## src/rtl/instr_fetch_pkg.sv

```systemverilog
// instr_fetch_pkg: shared instruction-word layout, fetch FSM states and buffer entry type.
package instr_fetch_pkg;
  localparam int INSTR_W = 32;
  localparam int OPCODE_LSB = 26;
  localparam int RS_LSB = 21;
  localparam int RT_LSB = 16;
  localparam int RD_LSB = 11;
  localparam int SHAMT_LSB = 6;
  localparam int FUNCT_LSB = 0;
  typedef enum logic {BOOT, RUN} fetch_state_t;
  typedef struct packed {
    logic [INSTR_W-1:0] instr;
    logic [31:0]        pc;
  } fetch_entry_t;
  function automatic logic [5:0] opcode_of(input logic [INSTR_W-1:0] w);
    return w[OPCODE_LSB +: 6];
  endfunction
  function automatic logic [5:0] funct_of(input logic [INSTR_W-1:0] w);
    return w[FUNCT_LSB +: 6];
  endfunction
endpackage

```

## src/rtl/fetch_buf.sv

```systemverilog
// fetch_buf: two-entry instruction FIFO with flush, push, pop and occupancy count.
module fetch_buf
  import instr_fetch_pkg::*;
(
  input  logic         clk,
  input  logic         rst,
  input  logic         flush,
  input  logic         push,
  input  logic         pop,
  input  fetch_entry_t din,
  output fetch_entry_t head,
  output logic [1:0]   count
);
  logic         wr_q, wr_d, rd_q, rd_d;
  logic [1:0]   cnt_q, cnt_d;
  fetch_entry_t mem_q [2];
  fetch_entry_t mem_d [2];
  always_comb begin
    mem_d = mem_q;
    wr_d = flush ? 1'b0 : wr_q ^ push;
    rd_d = flush ? 1'b0 : rd_q ^ pop;
    cnt_d = flush ? 2'd0 : cnt_q + {1'b0, push} - {1'b0, pop};
    if (push && !flush) mem_d[wr_q] = din;
  end
  always_ff @(posedge clk or posedge rst) begin
    if (rst) begin
      wr_q <= 1'b0;
      rd_q <= 1'b0;
      cnt_q <= 2'd0;
      mem_q <= '{default: '0};
    end else begin
      wr_q <= wr_d;
      rd_q <= rd_d;
      cnt_q <= cnt_d;
      mem_q <= mem_d;
    end
  end
  assign head = mem_q[rd_q];
  assign count = cnt_q;
endmodule

```

## src/rtl/instr_fetch.sv

```systemverilog
// instr_fetch: fixed-latency instruction fetch with redirect and a two-entry decode buffer.
module instr_fetch
  import instr_fetch_pkg::*;
#(
  parameter logic [31:0] PC_RESET  = 32'h0000_0000,
  parameter int          BUF_DEPTH = 2
) (
  input  logic               clk,
  input  logic               rst,
  output logic               imem_req,
  output logic [31:0]        imem_addr,
  input  logic [INSTR_W-1:0] imem_rdata,
  input  logic               redirect_valid,
  input  logic [31:0]        redirect_pc,
  output logic               instr_valid,
  input  logic               instr_ready,
  output logic [INSTR_W-1:0] instr,
  output logic [31:0]        instr_pc
);
  fetch_state_t state_q, state_d;
  logic [31:0]  pc_q, pc_d, fl_pc_q, fl_pc_d;
  logic         fl_q, fl_d;
  logic         pop, push, issue;
  logic [1:0]   count;
  fetch_entry_t head;
  // Occupancy counts the slot freed by this cycle's pop so a full pipe issues every cycle.
  always_comb begin
    pop = (count != 2'd0) && instr_ready;
    push = fl_q && !redirect_valid;
    issue = (state_q == RUN) && !redirect_valid &&
            (3'(count) - 3'(pop) + 3'(fl_q) < 3'(BUF_DEPTH));
    state_d = RUN;
    fl_d = issue;
    fl_pc_d = issue ? pc_q : fl_pc_q;
    pc_d = redirect_valid ? (redirect_pc & ~32'h3) : issue ? pc_q + 32'd4 : pc_q;
  end
  always_ff @(posedge clk or posedge rst) begin
    if (rst) begin
      state_q <= BOOT;
      pc_q <= PC_RESET;
      fl_q <= 1'b0;
      fl_pc_q <= '0;
    end else begin
      state_q <= state_d;
      pc_q <= pc_d;
      fl_q <= fl_d;
      fl_pc_q <= fl_pc_d;
    end
  end
  fetch_buf u_buf (
    .clk   (clk),
    .rst   (rst),
    .flush (redirect_valid),
    .push  (push),
    .pop   (pop),
    .din   ('{instr: imem_rdata, pc: fl_pc_q}),
    .head  (head),
    .count (count)
  );
  assign imem_req = issue;
  assign imem_addr = pc_q;
  assign instr_valid = count != 2'd0;
  assign instr = head.instr;
  assign instr_pc = head.pc;
endmodule

```

## config.mk

```make
export PLATFORM = sky130hd
export DESIGN_NAME = instr_fetch
export DESIGN_NICKNAME = d
export VERILOG_FILES = /design/src/rtl/instr_fetch_pkg.sv /design/src/rtl/fetch_buf.sv /design/src/rtl/instr_fetch.sv
export SDC_FILE = /design/constraint.sdc
export NUM_CORES = 1
export LEC_CHECK = 0
export ABC_AREA = 0
export BUFFER_PORTS_ARGS = -buffer_cell sky130_fd_sc_hd__buf_2
export CAP_MARGIN = 10
export CORE_ASPECT_RATIO = 1.2
export CORE_MARGIN = 4
export CORE_UTILIZATION = 41
export DETAILED_ROUTE_END_ITERATION = 6
export PLACE_DENSITY_LB_ADDON = 0.12
export SLEW_MARGIN = 20
export SYNTH_ARGS = -nofsm -noshare
export SYNTH_HDL_FRONTEND = slang
export SYNTH_HIERARCHICAL = 1
export SYNTH_SLANG_ARGS = --single-unit
```

## constraint.sdc

```tcl
create_clock -name clk -period 5.4 [get_ports clk]
set_clock_uncertainty 0.05 [all_clocks]
set_input_delay 0.54 -clock clk [delete_from_list [all_inputs] [get_ports clk]]
set_output_delay 0.54 -clock clk [all_outputs]
set_load 0.01 [all_outputs]
```

# Word level (Yosys, flattened, before mapping)
# Index checks and enable logic that the tools add are counted.
[totals] ff_bits=198 output_inout_bits=98
[op_classes] n_addsub=5 order_cmp=4 mux=11 bitwise_logic=4 n_reduce_logical=9
[ops] cell="64-bit two-way mux" count=4
[ops] cell="128-bit bitwise mux" count=1
[ops] cell="64-bit demux with 1-bit select" count=1
[ops] cell="32-bit two-way mux" count=2
[ops] cell="32-bit by 3-bit adder with 32-bit output, second input constant" count=1
[ops] cell="1-bit logical AND" count=6
[ops] cell="2-bit >= comparator, second input constant" count=2
[ops] cell="1-bit NOT with 2-bit output" count=2
[ops] cell="2-bit nonzero test" count=2
[ops] cell="3-bit by 1-bit adder with 3-bit output" count=1
[ops] cell="3-bit by 2-bit less-than comparator with 1-bit output, second input constant" count=1
[ops] cell="2-bit by 1-bit subtractor with 3-bit output" count=1
[ops] cell="2-bit by 1-bit adder with 2-bit output" count=1
[ops] cell="2-bit by 1-bit less-than comparator with 1-bit output, second input constant" count=1
[ops] cell="1-bit two-way mux" count=2
[ops] cell="2-bit two-way mux" count=1
[ops] cell="2-bit by 1-bit subtractor with 2-bit output" count=1
[ops] cell="1-bit XOR" count=2
[ops] cell="1-bit zero test" count=1

# Depth between registers and ports, before layout
# Gate-level depths: netlist of the first run.
[depth] ltp_word=8 mapped_depth=13 depth_no_buf=11

# Cells and area by module
# Netlist of the first run, hierarchy kept.
[by_module_without_submodules] mod="fetch_buf" instances=1 cells_per_inst=359 area_each_um2=6052.1
[by_module_without_submodules] mod="instr_fetch" instances=1 cells_per_inst=354 area_each_um2=3119.2

# Worst setup path after synthesis of the first run
# No wires, ideal clock.
[synth_path] path_type="register -> output" from="reg u_buf.cnt_q[1], in the netlist u_buf/count[1]" to="out imem_req" arrival_time_ns=2.830 path_slack_ns=1.980 stages_incl_launch_ff=12 path_cell_list="dfrtp_1 or2_2 and2_1 ha_1 nand2b_1 fa_1 xor2_1 or3_1 buf_2 clkinv_4 buf_6 buf_2"
[synth_between] elab_chain_len=6
[synth_rtl] item="start: declaration" line="fetch_buf.sv:15" rtl="logic [1:0] cnt_q, cnt_d;"
[synth_rtl] item="start signal: assignment" line="fetch_buf.sv:34" rtl="cnt_q <= cnt_d;"
[synth_rtl] item="2-bit nonzero test"
[synth_rtl] item="via instr_valid" line="instr_fetch.sv:15" rtl="output logic instr_valid,"
[synth_rtl] item="1-bit logical AND" line="instr_fetch.sv:28" rtl="pop = (count != 2'd0) && instr_ready;"
[synth_rtl] item="via pop" line="instr_fetch.sv:23" rtl="logic pop, push, issue;"
[synth_rtl] item="2-bit by 1-bit subtractor with 3-bit output" line="instr_fetch.sv:31" rtl="(3'(count) - 3'(pop) + 3'(fl_q) < 3'(BUF_DEPTH));"
[synth_rtl] item="3-bit by 1-bit adder with 3-bit output" line="instr_fetch.sv:31"
[synth_rtl] item="3-bit by 2-bit less-than comparator with 1-bit output" line="instr_fetch.sv:31"
[synth_rtl] item="1-bit logical AND" line="instr_fetch.sv:30" rtl="issue = (state_q == RUN) && !redirect_valid &&"
[synth_rtl] item="end: declaration" line="instr_fetch.sv:10" rtl="output logic imem_req,"
# The timed path passes the listed nets, and every way through them passes these cells.

# Final worst setup path of the first run
[layout_path] from="reg u_buf.cnt_q[1], in the netlist u_buf/count[1]" to="out imem_req"
[layout_between] elab_chain_len=6
[layout_rtl] item="2-bit nonzero test" line="instr_fetch.sv:28"
[layout_rtl] item="1-bit logical AND" line="instr_fetch.sv:28"
[layout_rtl] item="via pop" line="instr_fetch.sv:23"
[layout_rtl] item="2-bit by 1-bit subtractor with 3-bit output" line="instr_fetch.sv:31"
[layout_rtl] item="3-bit by 1-bit adder with 3-bit output" line="instr_fetch.sv:31"
[layout_rtl] item="3-bit by 2-bit less-than comparator with 1-bit output" line="instr_fetch.sv:31"
[layout_rtl] item="1-bit logical AND" line="instr_fetch.sv:30"
# The timed path passes the listed nets, and every way through them passes these cells.

==> flow_summary.ini, run 1 <==
[cells_and_area]
syn2layout_area_growth_pct = 16.3
fin_nets = 934
n_antenna_cell = 0
drive_gt1_share_pct = 46.3

[die]
die_area_um2 = 24800
die-width_um = 145
core_um2 = 21900
start_util_pct = 42.0
die_h_um = 172
io-pin-count = 166
row_count = 59

[clocking]
cts_buffers = 17
ctsHoldBuffers = 0
numClockSinks = 194
ctsLongestPathBuffers = 2
clock_latency_ns = 0.42
postCtsSetupBuffers = 0
cts-root-buf = clkbuf_16
clk_pin_slew_ns = 0.08
cts_tree = yes
htreeDepth = 4
cts_resized = 0

[yosys]
synth-seq-cells = 194
synth_commonest_cells = dfrtp_1 (194), mux2_2 (127), nand2_1 (120)
netlist_instances = 713
synth_ff_type = dfrtp_1
yosys-top-cells-area = dfrtp_1 (53%), mux2_2 (16%), mux2_4 (9.8%), nand2_1 (4.9%), buf_12 (1.3%)
yosysSeqAreaShare_pct = 52.9
synth_warnings = 6
syn_area_per_cell_um2 = 12.9
yosysTopAreaCell = dfrtp_1
synth-edff-count = 0
syn_area_um2 = 9170
synth.distinct_cells = 55
ys_async_sr_fraction_pct = 100
yosys.area.top_type_share_pct = 52.9
synth.most_common_cell = dfrtp_1

[critical_path]
startpoint_type = register
path_cells = or2_2 > and2_1 > ha_1 > nand2b_1 > fa_1 > xor2_1 > or3_2 > clkinv_4 > buf_2
worstSetupPathType = reg2out
crit_arrival_ns = 3.50
crit_path_max_fanout = 45
end_kind = output port
critPathSlowestCell = or3_2
cpPeakStageDelay_ns = 0.55
worst-endpoint-required_ns = 4.81

[timing]
max_freq_ghz = 0.244
period_minus_slack_ns = 4.09
drv_slew = 0
fin_ws_ns = 1.31
setup_violations = 0
rsz0062_at_grt = false
hold_viol_final = 0
setup_tns_ns = 0
slew_headroom_pct = 35.9
period_share_pct = 75.8
tightest_slew_ns = 0.961

[power]
power.switching_mw = 1.95
p_per_area_nw_per_um2 = 543
switching_share_pct = 33.7
power_frac_comb_pct = 35.8
vdd_drop_max_v = 0.000214
p_leak_nw = 5.36
pwr-share-clk_pct = 22.7
p_int_mw = 3.84
seq_power_share_pct = 41.5

[detailed_routing]
vias = 5970
drc = 0
avgViaCountPerCell = 5.20
wl_per_cell_um = 18.2
dr.pass1.iters = 4
routed_wl_mm = 20.9
drt_first_iter_violations = 285
ant_nets = 0

[run]
maxCapViolCount = 0

[hold_path]
hold_class = in2async

[global_route]
grt-ovfl-total = 0
grt_pass1_wl_mm = 34.3
grt_pass1_vias = 6388
track_usage_pct = 17.4
grt_max_degree = 90
grt_antenna_before_repair = 0

[placement]
dp_slack_ns = 1.59
gp_congestion = 0.841
io_buffers = 161
dp_hpwl_mm = 13.9

[run_status]
outcome = finished clean
[per-stage QoR]
stage,hold WS [ns],instances,util [%],area (µm²),total power [mW]
finish,0.245,1148,48.8,10700,5.79
floorplan,0.404,718,-,9190,3.84
global route,0.280,1148,48.8,10700,6.20
CTS,0.255,1148,48.8,10700,5.88
detailed placement,0.424,1116,46.0,10000,4.54
global placement,0.413,1116,46.0,10000,4.45
[kinds of logic (layout without fill, tap and decap cells)]
group | Yosys count | in the layout | share of synthesized area (%)
flip-flops | 194 | 194 | 52.9
adder cells (fa/ha/maj) | 5 | 5 | 0.764
buffers and inverters | 57 | 213 | 4.61
AND/OR/NAND/NOR | 195 | 195 | 10.1
multiplexers | 192 | 192 | 26.0
XOR/XNOR | 6 | 6 | 0.723
AO/OA/AOI/OAI | 62 | 62 | 4.80
other | 2 | 7 | 0.0819
[worst paths after layout]
kind,start,endpoint,slack [ns],cells after the start
min,rst,u_buf/mem_q[15]$_DFFE_PP0P_,0.24,2
max reg2reg,u_buf/count[1]$_DFF_PP0_,imem_addr[9]$_DFFE_PP0P_,1.58,11
min in group clk,redirect_pc[12],imem_addr[12]$_DFFE_PP0P_,0.28,3
min reg2reg,u_buf/mem_q[118]$_DFFE_PP0P_,u_buf/mem_q[118]$_DFFE_PP0P_,0.44,1
max,u_buf/count[1]$_DFF_PP0_,imem_req,1.31,9
max in group asynchronous,rst,u_buf/rd_q$_DFF_PP0_,3.92,3
[routing by layer]
metal	global-route usage [%]	routed length (µm)	share of wire (%)
met4	4.83	235	1.1
met2	28.0	9990	48
met1	24.1	9690	46
met3	3.25	1000	4.8
met5	0	0	0
[critical path: cells and delay by family (launching register included)]
| family | cells | cell delay (ns) |
|---|---|---|
| AND/OR/NAND/NOR | 4 | 1.20 |
| adder cells (fa/ha/maj) | 2 | 0.67 |
| buffers and inverters | 2 | 0.51 |
| flip-flops | 1 | 0.43 |
| XOR/XNOR | 1 | 0.26 |
[layout by cell type, fill, tap and decap left out, types with 5 or more instances in the layout]
cell	netlist	routed
conb_1	2	7
dfrtp_1	194	193
nand4_1	12	12
o311ai_1	12	12
mux2_2	127	127
mux2_4	60	60
buf_4	2	6
inv_1	12	10
o21ai_1	8	8
buf_2	19	161
clkbuf_16	0	17
mux2_1	5	5
o211ai_1	9	9
a21oi_1	7	7
nand2_1	120	120
nand3_1	19	19
nor2_1	16	16
o21ai_0	8	8
[sequential cells by signal, indices dropped and copies added, names as in the netlist]
name and flops:
u_buf/rd_q 1, state_q 1, fl_pc_q 30, fl_q 1, u_buf/mem_q 128, imem_addr 30, u_buf/wr_q 1, u_buf/count 2
[power by group through the flow]
| stage | clock network, mW | registers [mW] | logic [mW] |
|---|---|---|---|
| finish | 1.31 | 2.40 | 2.07 |
| global route | 1.42 | 2.49 | 2.30 |
| CTS | 1.35 | 2.40 | 2.12 |
| detailed placement | 0 | 2.43 | 2.11 |
| global placement | 0 | 2.39 | 2.06 |
| floorplan | 0 | 2.30 | 1.53 |
[cell type report]
cell class,instances,area [µm²]
repair buffers,168,871
flip-flops and latches,194,4860
inverters,13,58.8
clock buffers,18,439
well taps,274,343
clock inverters,14,178
fillers,1996,11200
multi-input cells,467,3920
(Power assumes the default switching activity.)
==> run 2, diff against run 1 <==
clock period = 3.4 ns   (was 5.4 ns; I/O delays follow)
==> flow_summary.ini, run 2 (synthesized netlist as in run 1, its figures left out) <==
[cells_and_area]
top_register = u_buf/mem_q
final_common_cell = dfrtp_1
fin_util_pct = 49.4
fin_nets = 952
largest_reg_flops = 128
fillers = 1959
design_area_um2 = 10800
instances_no_fill = 1166
syn2layout_area_growth_pct = 17.7
n_antenna_cell = 0
layout_common_cells = dfrtp_1 (193), buf_2 (161), mux2_2 (127)
drive_gt1_share_pct = 47.3

[global_route]
grt_max_degree = 133
grt_pass1_wl_mm = 34.8
grt-ovfl-total = 0
grt_pass1_vias = 6651
track_usage_pct = 17.8
grt_antenna_before_repair = 0

[detailed_routing]
vias = 6127
avgViaCountPerCell = 5.25
drc = 0
dr.pass1.iters = 5
drt_first_iter_violations = 275
ant_nets = 0
routed_wl_mm = 21.5
wl_per_cell_um = 18.4

[critical_path]
crit_family = simple AND/OR/NAND/NOR gates
crit_arrival_ns = 3.56
cpPeakStageDelay_ns = 0.48
crit_path_max_fanout = 12
critPathSlowestCell = fa_1
startpoint_type = register
end_kind = register
crit_buf_inv = 2
worst-endpoint-required_ns = 3.67
worstSetupPathType = reg2reg
path_cells = or2_2 > and2_1 > ha_1 > nand2b_1 > fa_1 > nand2_1 > or3_4 > buf_4 > buf_4 > nand2_1 > o21ai_1 > a221o_1
reg2reg_slack_ns = 0.11

[timing]
period_share_pct = 96.7
max_freq_ghz = 0.304
whs_ns = 0.0695
tightest_slew_ns = 0.997
setup_tns_ns = 0
setup_violations = 0
hold_viol_final = 0
slew_headroom_pct = 33.6
period_minus_slack_ns = 3.29
drv_slew = 0
rsz0062_at_grt = false

[placement]
dp_hpwl_mm = 14.6
io_buffers = 161
dp.cells = 1127
postPlaceCellArea_um2 = 10200
gp_congestion = 0.891

[power]
p_per_area_nw_per_um2 = 858
vdd_drop_max_v = 0.000365
p_leak_nw = 5.44

[die]
io-pin-count = 166
die_area_um2 = 24800
core_um2 = 21900
die_h_um = 172
die-width_um = 145
start_util_pct = 42.0
row_count = 59

[clocking]
cts-root-buf = clkbuf_16
cts_tree = yes
ctsLongestPathBuffers = 2
numClockSinks = 194
clk_pin_slew_ns = 0.08
clock_latency_ns = 0.43
cts_buffers = 17
htreeDepth = 4

[run_status]
outcome = finished clean

[hold_path]
hold_class = in2reg

[run]
maxCapViolCount = 0
-- run 2: changes by cell type in the layout (fill, tap and decap cells not counted), moves of 3 or more --
cell       change
buf_4         +14
bufinv_16      -3
inv_6          +4
inv_8          +4
-- run 2: tightest hold or removal path, stage by stage --
cell	delay, ns
buf_2	0.07
nand2_1	0.04
o21ai_1	0.06
-- run 2: final cells by class --
type                    count  area, µm²  share of cell area (%)
flip-flops and latches    194       4860                    45.0
clock inverters            15        151                    1.40
clock buffers              17        425                    3.94
repair buffers            185       1030                    9.50
repair inverters            1       8.76                  0.0811
inverters                  13       65.1                   0.602
multi-input cells         467       3920                    36.3
well taps                 274        343                    3.17
-- run 2: final timing paths --
check / from / to / depth (start not counted)
setup reg to reg: u_buf/count[0]$_DFF_PP0_ / imem_addr[7]$_DFFE_PP0P_ / 12
hold reg to reg: u_buf/mem_q[121]$_DFFE_PP0P_ / u_buf/mem_q[121]$_DFFE_PP0P_ / 1
setup / recovery: u_buf/count[0]$_DFF_PP0_ / imem_addr[7]$_DFFE_PP0P_ / 12
hold / removal: redirect_pc[2] / imem_addr[2]$_DFFE_PP0P_ / 3
max in group asynchronous: rst / u_buf/mem_q[18]$_DFFE_PP0P_ / 4
min in group asynchronous: rst / fl_pc_q[3]$_DFFE_PP0P_ / 3
-- run 2: stage by stage --
| step | total power [mW] | worst slack (ns) |
|---|---|---|
| final | 9.27 | 0.111 |
| after global routing | 9.91 | 0.0156 |
| after CTS | 9.38 | 0.0432 |
| after detailed placement | 7.32 | 0.0454 |
| after global placement | 7.19 | 0.0865 |
| after floorplan | 6.09 | 0.180 |
-- run 2: where the power goes --
part           total [mW]  leakage [nW]  internal [mW]  switching, mW
Combinational        3.44          2.65           1.84           1.60
Clock                1.97         0.287          0.990          0.977
Sequential           3.86          2.51           3.19          0.671
Total                9.27          5.44           6.02           3.25
-- run 2: routing by layer --
layer | share of wire (%) | track usage (%) | vias to the layer above
met3 | 4.7 | 3.56 | 28
met2 | 49 | 29.7 | 186
li1 | - | - | 2838
met5 | 0 | 0 | -
met1 | 44 | 23.3 | 3075
met4 | 1.8 | 5.72 | 0
-- run 2: timing repair --
item / CTS / global route
cloned: 1 / 0
endpoints found under the setup margin: 1 / 2
hold buffers: 1 / 0
resized for setup: 2 / 0
pin swaps: 1 / 0
endpoints found under the hold margin: 18 / 0
buffers inserted: 1 / 4
==> run 3, diff against run 2 <==
CELL_PAD_IN_SITES_DETAIL_PLACEMENT = 1   (was unset)
CELL_PAD_IN_SITES_GLOBAL_PLACEMENT = 2   (was unset)
CORE_UTILIZATION = 34   (was 41)
==> flow_summary.ini, run 3 (synthesized netlist as in run 1, its figures left out) <==
[run_status]
outcome = finished clean

[critical_path]
cp-startpoint = u_buf/count[0]$_DFF_PP0_
crit_arrival_ns = 3.51
worst-endpoint-required_ns = 3.66
critPathSlowestCell = fa_2
startpoint_type = register
end_kind = register
cpPeakStageDelay_ns = 0.52
crit_buf_inv = 2
worstReg2RegStart = u_buf/count[0]$_DFF_PP0_
endpoint = imem_addr[7]$_DFFE_PP0P_
crit_top_cell = nand2_1
worst_r2r_endpoint = imem_addr[7]$_DFFE_PP0P_
crit_path_max_fanout = 19
worstSetupPathType = reg2reg
path_depth = 12
reg2reg_slack_ns = 0.15
r2r_cells = 12
path_cells = or2_4 > and2_4 > ha_1 > nand2b_1 > fa_2 > nand2_1 > or3_4 > buf_4 > buf_6 > nand2_1 > o21ai_1 > a221o_1
crit_family = simple AND/OR/NAND/NOR gates

[timing]
hold_viol_final = 0
whs_ns = 0.0322
max_freq_ghz = 0.308
tightest_slew_ns = 0.889
fin_ws_ns = 0.154
setup_violations = 0
slew_headroom_pct = 40.8
rsz0062_at_grt = false
period_minus_slack_ns = 3.25
period_share_pct = 95.5
setup_tns_ns = 0
drv_slew = 0

[cells_and_area]
final_common_cell = dfrtp_1
fillers = 2834
layout_common_cells = dfrtp_1 (193), buf_2 (161), mux2_2 (127)
design_area_um2 = 10900
syn2layout_area_growth_pct = 19.3
drive_gt1_share_pct = 47.6
n_antenna_cell = 0
fin_util_pct = 41.4
top_register = u_buf/mem_q
largest_reg_flops = 128
fin_nets = 952

[power]
p_per_area_nw_per_um2 = 865
p_int_mw = 6.22
power_frac_comb_pct = 37.2
p_leak_nw = 5.46
switching_share_pct = 34.3
pwr-share-clk_pct = 21.7
vdd_drop_max_v = 0.000300
power.switching_mw = 3.24
seq_power_share_pct = 41.1

[placement]
io_buffers = 161
dp_hpwl_mm = 16.8
gp_congestion = 0.807
dp_slack_ns = 0.00733
postPlaceCellArea_um2 = 10300

[die]
row_count = 65
io-pin-count = 166
die-width_um = 158
start_util_pct = 34.7
core_um2 = 26400
die_h_um = 188
die_area_um2 = 29700

[detailed_routing]
ant_nets = 0
vias = 6131
dr.pass1.iters = 5
drc = 0
avgViaCountPerCell = 5.00
wl_per_cell_um = 19.6
routed_wl_mm = 24.0
drt_first_iter_violations = 189

[run]
maxCapViolCount = 0

[clocking]
clock_latency_ns = 0.43
ctsLongestPathBuffers = 2
cts_tree = yes
numClockSinks = 194
cts-root-buf = clkbuf_16
htreeDepth = 4
cts_buffers = 17
clk_pin_slew_ns = 0.07

[global_route]
grt-ovfl-total = 0
grt_pass1_wl_mm = 39.0
track_usage_pct = 16.6
grt_max_degree = 65
grt_pass1_vias = 6932
grt_antenna_before_repair = 0

[hold_path]
hold_class = in2async
## run 3: cell count changes in the layout (fill, tap and decap cells not counted), moves of 2 or more
cell,delta
buf_4,-2
buf_6,+2
bufinv_16,+2
clkbuf_8,+4
clkinv_2,+3
clkinv_4,+2
clkinvlp_4,+3
inv_6,-7
inv_8,-5
## run 3: power groups by stage
stage               logic, mW  registers [mW]  clock network, mW
global placement         3.41            3.85                  0
floorplan                2.44            3.66                  0
detailed placement       3.49            3.94                  0
global route             3.86            4.03               2.23
CTS                      3.58            3.90               2.15
finish                   3.52            3.89               2.06
## run 3: worst min path at each step
| stage | from | to | slack, ns |
|---|---|---|---|
| 5_1_grt | redirect_pc[5] | imem_addr[5]$_DFFE_PP0P_ | 0.07 |
| 4_1_cts | rst | u_buf/mem_q[6]$_DFFE_PP0P_ | 0.05 |
| 6_report | rst | u_buf/mem_q[6]$_DFFE_PP0P_ | 0.03 |
| 2_1_floorplan | redirect_valid | u_buf/wr_q$_DFF_PP0_ | 0.36 |
| 3_3_place_gp | u_buf/mem_q[121]$_DFFE_PP0P_ | u_buf/mem_q[121]$_DFFE_PP0P_ | 0.41 |
| 3_5_place_dp | u_buf/mem_q[120]$_DFFE_PP0P_ | u_buf/mem_q[120]$_DFFE_PP0P_ | 0.43 |
## run 3: area by class of cell
cell class	instances	area (µm²)	share of cell area, %
Sequential cell	194	4860	44.4
Multi-Input combinational cell	467	3940	36.0
Timing Repair Buffer	185	1040	9.54
Clock buffer	21	480	4.39
Tap cell	335	419	3.83
Clock inverter	11	128	1.17
Inverter	13	66.3	0.606
Timing Repair inverter	1	8.76	0.0801
## run 3: per-stage QoR
step                total power, mW  cells
floorplan                      6.09    718
finish                         9.46   1227
detailed placement             7.44   1190
global placement               7.25   1190
global route                   10.1   1227
CTS                            9.63   1226
## run 3: repair_timing
action,CTS,global route
hold buffers,0,0
gates resized for setup,2,6
pin swaps,1,1
cloned,1,0
endpoints found under the setup margin,2,9
setup buffers,3,1
## run 3: per-layer routing
metal  part of all wire (%)  vias to the layer above  GRT usage, %
met4                    1.3                        0          4.20
met5                      0                        -             0
li1                       -                     2833             -
met1                     45                     3137          21.8
met3                    3.9                       18          3.39
met2                     50                      143          27.9
